**src/rtl/lsu_ctrl.sv**
```systemverilog
// rtl/lsu_ctrl.sv - load/store sequencing controller for a wait-state data memory
// Accepts one memory op at a time, drives a req/gnt/rvalid access and returns extended load data.
module lsu_ctrl #(
  parameter int TIMEOUT_CYCLES = 16
) (
  input  logic        clk,
  input  logic        rst,
  input  logic        op_valid,
  input  logic [5:0]  aluOP,
  input  logic [31:0] addr,
  input  logic [31:0] rs2,
  output logic        stall,
  output logic        done,
  output logic [31:0] load_data,
  output logic        misaligned,
  output logic        bus_error,
  output logic        mem_req,
  output logic        mem_we,
  output logic [31:0] mem_addr,
  output logic [3:0]  mem_be,
  output logic [31:0] mem_wdata,
  input  logic        mem_gnt,
  input  logic        mem_rvalid,
  input  logic [31:0] mem_rdata
);

  localparam logic [5:0] OP_LB  = 6'd0;
  localparam logic [5:0] OP_LH  = 6'd1;
  localparam logic [5:0] OP_LW  = 6'd2;
  localparam logic [5:0] OP_LBU = 6'd3;
  localparam logic [5:0] OP_LHU = 6'd4;
  localparam logic [5:0] OP_SB  = 6'd15;
  localparam logic [5:0] OP_SH  = 6'd16;
  localparam logic [5:0] OP_SW  = 6'd17;

  localparam int CW = $clog2(TIMEOUT_CYCLES + 1);
  localparam logic [CW-1:0] CNT_LAST = CW'(TIMEOUT_CYCLES - 2);

  typedef enum logic [1:0] {IDLE, REQ, WAIT, DONE} state_t;

  state_t         state_q, state_d;
  logic [5:0]     op_q, op_d;
  logic [1:0]     off_q, off_d;
  logic [CW-1:0]  cnt_q, cnt_d;
  logic           mis_q, mis_d;
  logic           berr_q, berr_d;
  logic [31:0]    load_data_q, load_data_d;
  logic [31:0]    mem_addr_q, mem_addr_d;
  logic [3:0]     mem_be_q, mem_be_d;
  logic [31:0]    mem_wdata_q, mem_wdata_d;
  logic           mem_we_q, mem_we_d;

  logic           in_set, is_byte, is_half, is_word, is_store, accept, bad_align;
  logic           q_is_load, timeout;
  logic [31:0]    rd_shift, load_ext;

  always_comb begin
    is_byte  = (aluOP == OP_LB) || (aluOP == OP_LBU) || (aluOP == OP_SB);
    is_half  = (aluOP == OP_LH) || (aluOP == OP_LHU) || (aluOP == OP_SH);
    is_word  = (aluOP == OP_LW) || (aluOP == OP_SW);
    is_store = (aluOP == OP_SB) || (aluOP == OP_SH) || (aluOP == OP_SW);
    in_set   = is_byte || is_half || is_word;
    accept   = (state_q == IDLE) && op_valid && in_set;
    bad_align = (is_half && addr[0]) || (is_word && (addr[1:0] != 2'b00));
  end

  // Extract the addressed lane from the returned word, then extend per latched op.
  always_comb begin
    rd_shift  = mem_rdata >> {off_q, 3'b000};
    q_is_load = (op_q == OP_LB) || (op_q == OP_LH) || (op_q == OP_LW) ||
                (op_q == OP_LBU) || (op_q == OP_LHU);
    case (op_q)
      OP_LB:   load_ext = {{24{rd_shift[7]}}, rd_shift[7:0]};
      OP_LBU:  load_ext = {24'h0, rd_shift[7:0]};
      OP_LH:   load_ext = {{16{rd_shift[15]}}, rd_shift[15:0]};
      OP_LHU:  load_ext = {16'h0, rd_shift[15:0]};
      default: load_ext = mem_rdata;
    endcase
  end

  always_comb begin
    state_d     = state_q;
    op_d        = op_q;
    off_d       = off_q;
    cnt_d       = cnt_q;
    mis_d       = mis_q;
    berr_d      = berr_q;
    load_data_d = load_data_q;
    mem_addr_d  = mem_addr_q;
    mem_be_d    = mem_be_q;
    mem_wdata_d = mem_wdata_q;
    mem_we_d    = mem_we_q;
    timeout     = (cnt_q == CNT_LAST);

    case (state_q)
      IDLE: begin
        mis_d  = 1'b0;
        berr_d = 1'b0;
        if (accept) begin
          op_d       = aluOP;
          off_d      = addr[1:0];
          mem_addr_d = {addr[31:2], 2'b00};
          mem_we_d   = is_store;
          if (is_byte) begin
            mem_be_d    = 4'b0001 << addr[1:0];
            mem_wdata_d = {4{rs2[7:0]}};
          end else if (is_half) begin
            mem_be_d    = 4'b0011 << addr[1:0];
            mem_wdata_d = {2{rs2[15:0]}};
          end else begin
            mem_be_d    = 4'b1111;
            mem_wdata_d = rs2;
          end
          if (bad_align) begin
            state_d     = DONE;
            mis_d       = 1'b1;
            load_data_d = 32'h0;
          end else begin
            state_d = REQ;
            cnt_d   = '0;
          end
        end
      end
      REQ: begin
        cnt_d = cnt_q + 1'b1;
        if (mem_gnt && mem_rvalid) begin
          state_d = DONE;
          if (q_is_load) load_data_d = load_ext;
        end else if (mem_gnt) begin
          state_d = WAIT;
        end else if (timeout) begin
          state_d     = DONE;
          berr_d      = 1'b1;
          load_data_d = 32'h0;
        end
      end
      WAIT: begin
        cnt_d = cnt_q + 1'b1;
        if (mem_rvalid) begin
          state_d = DONE;
          if (q_is_load) load_data_d = load_ext;
        end else if (timeout) begin
          state_d     = DONE;
          berr_d      = 1'b1;
          load_data_d = 32'h0;
        end
      end
      default: state_d = IDLE;
    endcase
  end

  always_ff @(posedge clk or posedge rst) begin
    if (rst) begin
      state_q     <= IDLE;
      op_q        <= 6'h0;
      off_q       <= 2'b00;
      cnt_q       <= '0;
      mis_q       <= 1'b0;
      berr_q      <= 1'b0;
      load_data_q <= 32'h0;
      mem_addr_q  <= 32'h0;
      mem_be_q    <= 4'h0;
      mem_wdata_q <= 32'h0;
      mem_we_q    <= 1'b0;
    end else begin
      state_q     <= state_d;
      op_q        <= op_d;
      off_q       <= off_d;
      cnt_q       <= cnt_d;
      mis_q       <= mis_d;
      berr_q      <= berr_d;
      load_data_q <= load_data_d;
      mem_addr_q  <= mem_addr_d;
      mem_be_q    <= mem_be_d;
      mem_wdata_q <= mem_wdata_d;
      mem_we_q    <= mem_we_d;
    end
  end

  assign stall      = accept || (state_q == REQ) || (state_q == WAIT);
  assign done       = (state_q == DONE);
  assign misaligned = done && mis_q;
  assign bus_error  = done && berr_q;
  assign mem_req    = (state_q == REQ);
  assign mem_we     = mem_we_q;
  assign mem_addr   = mem_addr_q;
  assign mem_be     = mem_be_q;
  assign mem_wdata  = mem_wdata_q;
  assign load_data  = load_data_q;

endmodule

```
**config.mk**
```make
export PLATFORM = sky130hd
export DESIGN_NAME = lsu_ctrl
export DESIGN_NICKNAME = d
export VERILOG_FILES = /design/src/rtl/lsu_ctrl.sv
export SDC_FILE = /design/constraint.sdc
export NUM_CORES = 1
export LEC_CHECK = 0
export CAP_MARGIN = 20
export CORE_MARGIN = 3
export CORE_UTILIZATION = 49
export DETAILED_ROUTE_END_ITERATION = 7
export PLACE_DENSITY = 0.86
export SLEW_MARGIN = 20
export SYNTH_ARGS = -nofsm -noshare
export SYNTH_HDL_FRONTEND = slang
export SYNTH_SLANG_ARGS = --single-unit
```
**constraint.sdc**
```tcl
create_clock -name clk -period 7.6 [get_ports clk]
set_input_delay 1.52 -clock clk [delete_from_list [all_inputs] [get_ports clk]]
set_output_delay 1.52 -clock clk [all_outputs]
set_load 0.02 [all_outputs]
```
==> results of run 1 <==
registers in the layout, summed over array words and instances, names as in the netlist:
signal / count
mem_be: 4
mis_q: 1
state_q: 2
mem_addr: 30
off_q: 2
cnt_q: 5
load_data: 32
berr_q: 1
mem_wdata: 32
op_q: 6
mem_we: 1
power groups by stage:
stage | clock network [mW] | registers [mW] | logic [mW]
finish | 0.864 | 1.03 | 1.43
global route | 0.903 | 1.07 | 1.56
CTS | 0.872 | 1.03 | 1.44
detailed placement | 0 | 1.04 | 1.42
global placement | 0 | 1.02 | 1.38
floorplan | 0 | 1.22 | 0.581
metal layers:
metal	global-route usage [%]	vias to the layer above
li1	-	2610
met4	9.67	0
met5	0	-
met3	9.90	24
met2	44.0	289
met1	33.1	2756
cell type report:
type / instances / area share [%]
clock buffers: 18 / 5.04
clock inverters: 14 / 2.30
inverters: 13 / 0.588
multi-input cells: 474 / 32.0
flip-flops and latches: 116 / 33.3
well taps: 143 / 2.05
repair buffers: 217 / 24.8
critical path, delay by kind of cell:
family / cells / cell delay [ns]
AND/OR/NAND/NOR: 2 / 0.56
buffers and inverters: 2 / 1.20
AO/OA/AOI/OAI: 2 / 0.35
final timing paths:
check,endpoint,depth (start not counted),from
max reg2reg,load_data[19],5,off_q[1]
max in group asynchronous,load_data[12],3,rst
min in group asynchronous,mem_addr[10],2,rst
min,mem_addr[3],2,mem_addr[3]
min reg2reg,mem_addr[3],2,mem_addr[3]
max,stall,6,aluOP[4]
logic make-up after synthesis:
logic type,after synthesis
and+or+nand+nor,283
AOI/OAI and AO/OA,139
DFF,116
buffers and inverters,61
muxes,37
adders and majority gates,10
xor gates and xnor gates,3
other,1
cell usage in the layout (no fill, tap or decap), types with 5 or more instances in the layout:
| cell type | synthesis | layout |
|---|---|---|
| a21oi_1 | 24 | 24 |
| inv_1 | 12 | 11 |
| a22o_1 | 8 | 8 |
| nor2_1 | 36 | 36 |
| nand2_1 | 184 | 184 |
| a32o_1 | 24 | 24 |
| mux2i_1 | 24 | 24 |
| buf_4 | 3 | 6 |
| ha_1 | 10 | 10 |
| a31oi_1 | 10 | 10 |
| clkbuf_16 | 0 | 17 |
| o21ai_1 | 7 | 5 |
| nand2b_1 | 27 | 27 |
| o21ai_0 | 38 | 38 |
| mux2_2 | 9 | 9 |
| dfrtp_1 | 116 | 116 |
| clkdlybuf4s50_1 | 0 | 210 |
| nand3_1 | 12 | 12 |
==> qor.csv, run 1 <==
metric,value,unit
synth_compound_area_share,15.9,%
wl_met1,7.09,mm
boundaryPins,213,
drive_gt1_share,7.86,%
slew_violations,0,
power_frac_clock,25.9,%
drt_first_pass_iters,5,
critPathArrivalTime,3.64,ns
pwr-share-seq,31.0,%
synth.largest_area_cell,dfrtp_1,
max_cap_viol_count,0,
clock_tree.root_cell,clkbuf_16,
yosysTopAreaCellShare,48.8,%
hold_path_class,register to register,
diodes,0,
ys_warn_count,0,
numCtsBuffers,17,
rsz0062_at_grt,no,
die_x,116,microns
synthMuxAreaShare,7.26,%
first_iter_violations,537,
avgViaCountPerCell,5.71,
p_switching,1.27,mW
vias,5679,
wl_met2,8.81,mm
area_growth,46.7,%
placementRows,39,
timing.final.ws_setup,2.44,ns
p_per_area,382,nW/um^2
grt_usage,26.9,%
grt_pass1_vias,5756,
p_total,3.33,mW
tightest_slew,0.869,ns
grt_pass1_wl,28.3,mm
clock_sinks,116,
grt_max_degree,92,
setup_viol,0,
setup_tns,0,ns
utilization,75.1,%
clock.fmax,0.194,GHz
slew_headroom,42.1,%
setup.worst_path.end_class,output pin,
synth_edf_count,0,
whs,0.479,ns
pre_cts_ws,2.47,ns
worst_clock_skew,0.0146,ns
grt_antenna_before_repair,0,
globalRouteOverflowTotal,0,
critPathSlowestCell,clkdlybuf4s50_1,
ys_seq_area_share,48.8,%
netlist_instances,650,
cts_resized,0,
register_area,2900,sq um
top_layer,met4,
place_hpwl,12.8,mm
ir_drop,0.237,mV
synth-simple-area-share,20.6,%
avgSynthCellArea,9.14,sq um
htree_levels,4,
setup.worst_path.start_class,input pin,
wl_met3,1.79,mm
outcome,finished clean,
synth_top_family_by_area,simple AND/OR/NAND/NOR gates,
die-area,13500,sq um
ys.flop_type,dfrtp_1,
nets,956,
cts_setup_buffers,0,
synth-adder-area-share,2.11,%
finalInstanceArea,8720,sq um
gp_congestion,0.858,
timing.final.crit_period,5.16,ns
postCtsHoldBufs,0,
synth_most_common_cell,nand2_1,
die_y,116,microns
cpMostUsedCell,clkdlybuf4s50_1,
core-area,11600,sq um
final_cell_count_no_fill,995,
slowest_delay,0.60,ns
fillers,792,
path_cells,"clkdlybuf4s50_1, or3_1, a21oi_2, o21ai_4, nand2_1, clkdlybuf4s50_1",
async_flop_share,100,%
clkLatencyLatePin,0.41,ns
clk_path_buf_depth,2,
r2r_slack,4.69,ns
initial_utilization,51.2,%
remaining_drc_errors,0,
p_sw_share,38.1,%
timing.final.crit_share,67.8,%
yosys-top-cells-area,"dfrtp_1 (49%), nand2_1 (12%), a32o_1 (4.0%)",
power.leakage,3.89,nW
wl,18.0,mm
synth_area,5940,sq um
hold_viol_final,0,
ys_ff_latch,116,
required,6.08,ns
synthTopCellsByCount,"nand2_1 (184), dfrtp_1 (116), o21ai_0 (38), nor2_1 (36), clkbuf_1 (29)",
wl_per_cell,18.1,microns
crit_fanout,11,
intPower,2.06,mW
ant_nets,0,
clkSlewWorstSetupHoldPaths,0.06,ns
multi_input_area,2790,sq um
synth_cell_types,56,
post-place-cells,963,
critical_path_class,input pin to output pin,
place_area,8070,sq um
p_comb_share,43.0,%
synthXorXnorAreaFrac,0.442,%
io_buffers,210,
cts_tree,done,
Note: power is estimated with default switching activity, not from simulation.
==> inputs of run 2 (changes only) <==
--- a/config.mk
+++ b/config.mk
@@ -7,9 +7,9 @@
 export LEC_CHECK = 0
 export CAP_MARGIN = 20
 export CORE_MARGIN = 3
-export CORE_UTILIZATION = 49
+export CORE_UTILIZATION = 41
 export DETAILED_ROUTE_END_ITERATION = 7
-export PLACE_DENSITY = 0.86
+export PLACE_DENSITY = 0.77
 export SLEW_MARGIN = 20
 export SYNTH_ARGS = -nofsm -noshare
 export SYNTH_HDL_FRONTEND = slang
==> constraint.sdc (replaced) <==
create_clock -name clk -period 4.7 [get_ports clk]
set_input_delay 0.94 -clock clk [delete_from_list [all_inputs] [get_ports clk]]
set_output_delay 0.94 -clock clk [all_outputs]
set_load 0.02 [all_outputs]
==> qor.csv, run 2 (synthesis results as in run 1) <==
metric,value,unit
timing.final.ws_setup,0.726,ns
gp_congestion,0.801,
setup_tns,0,ns
drt_first_pass_iters,8,
hold_viol_final,0,
clock_tree.root_cell,clkbuf_16,
drive_gt1_share,7.82,%
p_total,5.26,mW
vias,5479,
setup.worst_path.start_class,input pin,
avgViaCountPerCell,5.28,
layout_common_cells,"clkdlybuf4s50_1 (210), nand2_1 (184), dfrtp_1 (116)",
grt_antenna_before_repair,1,
setup.worst_path.end_class,output pin,
postCtsHoldBufs,0,
cts_setup_buffers,0,
clkSlewWorstSetupHoldPaths,0.05,ns
hold_path_class,register to register,
wl_per_cell,16.9,microns
nets,961,
wl,17.6,mm
clock_sinks,116,
htree_levels,4,
grt_pass1_wl,28.7,mm
first_iter_violations,461,
crit_fanout,11,
utilization,62.2,%
die_x,126,microns
remaining_drc_errors,0,
die_y,126,microns
path_cells,"clkdlybuf4s50_1, or3_1, a21oi_2, o21ai_4, nand2_1, clkdlybuf4s50_1",
clk_path_buf_depth,2,
cts_tree,done,
timing.final.crit_period,3.97,ns
final_common_cell,clkdlybuf4s50_1,
critical_path_class,input pin to output pin,
grt_max_degree,92,
pre_cts_ws,0.726,ns
critPathSlowestCell,clkdlybuf4s50_1,
cts_resized,0,
globalRouteOverflowTotal,0,
finalInstanceArea,8740,sq um
required,3.76,ns
slew_headroom,43.0,%
boundaryPins,213,
core-area,14000,sq um
ir_drop,0.371,mV
slew_violations,0,
place_hpwl,12.4,mm
ant_nets,0,
numCtsBuffers,17,
placementRows,43,
cpMostUsedCell,clkdlybuf4s50_1,
setup_viol,0,
power.leakage,3.90,nW
critPathArrivalTime,3.03,ns
grt_pass1_vias,5653,
outcome,finished clean,
area_growth,47.0,%
clkLatencyLatePin,0.42,ns
rsz0062_at_grt,no,
slowest_delay,0.64,ns
timing.final.crit_share,84.6,%
worst_clock_skew,0.00568,ns
tightest_slew,0.855,ns
max_cap_viol_count,0,
io_buffers,210,
initial_utilization,42.3,%
die-area,16000,sq um
grt_usage,22.4,%
p_per_area,602,nW/um^2
place_area,8150,sq um
clock.fmax,0.252,GHz
run 2: cell types whose count changed in the layout (fill, tap and decap cells not counted), sizes merged:
cell / delta
buf: +5
bufinv: -1
clkbuf: +4
clkinv: +2
clkinvlp: -2
diode: +1
inv: -3
run 2: final cells by class:
class,count,area (sq um)
Antenna cell,1,2.50
Fill cell,1196,5300
Tap cell,180,225
Inverter,13,51.3
Sequential cell,116,2900
Timing Repair Buffer,222,2190
Clock inverter,10,131
Multi-Input combinational cell,474,2780
Clock buffer,22,454
run 2: worst paths after layout:
kind	slack, ns	start	to	cells after the start
setup / recovery	0.73	aluOP[4]	stall	6
setup reg to reg	1.92	off_q[1]	load_data[19]	5
hold / removal	0.47	mem_addr[8]	mem_addr[8]	2
max in group asynchronous	2.82	rst	mem_wdata[10]	3
hold reg to reg	0.47	mem_addr[8]	mem_addr[8]	2
min in group asynchronous	0.94	rst	mem_addr[2]	2
run 2: where the power goes:
part / internal, mW / switching (mW)
Clock: 0.842 / 0.447
Sequential: 1.37 / 0.275
Combinational: 1.06 / 1.27
Total: 3.27 / 1.99
run 2: worst max-delay path, delay by kind of cell:
family	cells	cell delay, ns
buf+inv	2	1.24
simple gates	2	0.53
compound gates	2	0.32
run 2: stage by stage:
step | std cells | hold WS, ns
after CTS | 1037 | 0.475
after global placement | 1005 | 0.457
after global routing | 1038 | 0.498
final | 1038 | 0.468
after floorplan | 651 | 0.447
after detailed placement | 1005 | 0.461
run 2: metal layers:
| metal | share of wire (%) | track usage [%] | vias to the layer above |
|---|---|---|---|
| li1 | - | - | 2628 |
| met1 | 41 | 28.3 | 2611 |
| met2 | 47 | 36.0 | 226 |
| met3 | 10 | 9.05 | 14 |
| met4 | 1.0 | 5.99 | 0 |
| met5 | 0 | 0 | - |
==> inputs of run 3 (changes only) <==
==> constraint.sdc (replaced) <==
create_clock -name clk -period 3.3 [get_ports clk]
set_input_delay 0.66 -clock clk [delete_from_list [all_inputs] [get_ports clk]]
set_output_delay 0.66 -clock clk [all_outputs]
set_load 0.02 [all_outputs]
==> qor.csv, run 3 (synthesis results as in run 1) <==
metric,value,unit
clock_tree.root_cell,clkbuf_16,
wl_per_cell,16.9,microns
globalRouteOverflowTotal,0,
die_y,126,microns
p_switching,2.84,mW
layout_common_cells,"clkdlybuf4s50_1 (210), nand2_1 (184), dfrtp_1 (116)",
r2r_cells,8,
grt.met3_usage,9.31,%
critPathLaunch,aluOP[0],
ir_drop,0.467,mV
cts_tree,done,
slew_violations,0,
setup.worst_path.start_class,input pin,
met2_usage,35.2,%
grt_util_met1,27.3,%
drive_gt1_share,9.62,%
min_path_cells,2,
nets,977,
cts_resized,0,
hold_path_class,register to register,
die_x,126,microns
vias,5605,
grt_usage,22.2,%
slew_headroom,51.4,%
timing.final.ws_setup,0.119,ns
critPathSlowestCell,clkdlybuf4s50_1,
p_comb_share,45.1,%
worst_clock_skew,0.00805,ns
numCtsBuffers,17,
drt_first_pass_iters,4,
io_buffers,210,
setup_tns,0,ns
pre_cts_ws,0.0958,ns
grt_max_degree,75,
crit_end,stall,
timing.final.crit_period,3.18,ns
first_iter_violations,413,
die-area,16000,sq um
power.leakage,4.00,nW
boundaryPins,213,
r2r_slack,1.09,ns
gp_congestion,0.791,
core-area,14000,sq um
avgViaCountPerCell,5.32,
placementRows,43,
utilization,63.6,%
diodes,0,
outcome,finished clean,
clkSlewWorstSetupHoldPaths,0.05,ns
hold_viol_final,0,
timing.final.crit_share,96.4,%
clkLatencyLatePin,0.41,ns
crit_fanout,2,
tightest_slew,0.729,ns
power_frac_clock,24.7,%
postCtsHoldBufs,0,
clk_path_buf_depth,2,
ant_nets,0,
path_cells,"clkdlybuf4s50_1, or3_1, a21oi_2, o21ai_4, nand2_1, clkdlybuf4s50_1",
grt_antenna_before_repair,0,
final_common_cell,clkdlybuf4s50_1,
remaining_drc_errors,0,
intPower,4.76,mW
pwr-share-seq,30.2,%
cts_setup_buffers,0,
timing.rr.end,mem_wdata[25],
htree_levels,4,
p_per_area,852,nW/um^2
max_cap_viol_count,0,
setup.worst_path.end_class,output pin,
initial_utilization,42.3,%
p_sw_share,37.4,%
critPathArrivalTime,2.52,ns
rsz0062_at_grt,no,
grt_pass1_vias,5511,
busiest_layer,met2,
cpMostUsedCell,clkdlybuf4s50_1,
required,2.64,ns
wl,17.7,mm
setup_viol,0,
slowest_delay,0.64,ns
place_hpwl,12.7,mm
clock_sinks,116,
grt_pass1_wl,28.4,mm
critical_path_class,input pin to output pin,
area_growth,50.2,%
r2r-start,state_q[1],
p_total,7.60,mW
clock.fmax,0.314,GHz
-- run 3: final cells by class --
class / instances / area [sq um]
Multi-Input combinational cell: 474 / 2780
Timing Repair Buffer: 238 / 2360
Tap cell: 180 / 225
Fill cell: 1138 / 5120
Inverter: 13 / 52.6
Clock buffer: 23 / 478
Clock inverter: 9 / 126
Sequential cell: 116 / 2900
-- run 3: worst min path at each step --
stage / end / start
after global routing: mem_addr[23] / mem_addr[23]
final: mem_addr[27] / mem_addr[27]
after global placement: mem_addr[12] / mem_addr[12]
after detailed placement: mem_addr[12] / mem_addr[12]
after floorplan: op_q[4] / op_q[4]
after CTS: mem_addr[12] / mem_addr[12]
-- run 3: power by group through the flow --
stage          logic, mW  registers (mW)  clock network (mW)
6_report            3.43            2.30                1.88
5_1_grt             3.71            2.37                1.97
4_1_cts             3.45            2.30                1.90
3_5_place_dp        3.43            2.31                   0
3_3_place_gp        3.38            2.30                   0
2_1_floorplan       1.34            2.81                   0
-- run 3: critical path, delay by kind of cell --
| kind | cells | cell delay [ns] |
|---|---|---|
| simple gates | 2 | 0.46 |
| compound gates | 2 | 0.31 |
| buf+inv | 2 | 1.09 |
-- run 3: routing by layer --
metal | part of all wire [%] | wire [microns]
met2 | 46 | 8220
met5 | 0 | 0
met3 | 11 | 1900
met1 | 41 | 7250
met4 | 2.1 | 376
-- run 3: through the flow --
stage | hold WS, ns | std cells | area, sq um
after CTS | 0.474 | 1053 | 8930
after global placement | 0.456 | 1021 | 8320
final | 0.467 | 1053 | 8930
after floorplan | 0.447 | 651 | 5950
after detailed placement | 0.461 | 1021 | 8320
after global routing | 0.491 | 1053 | 8930
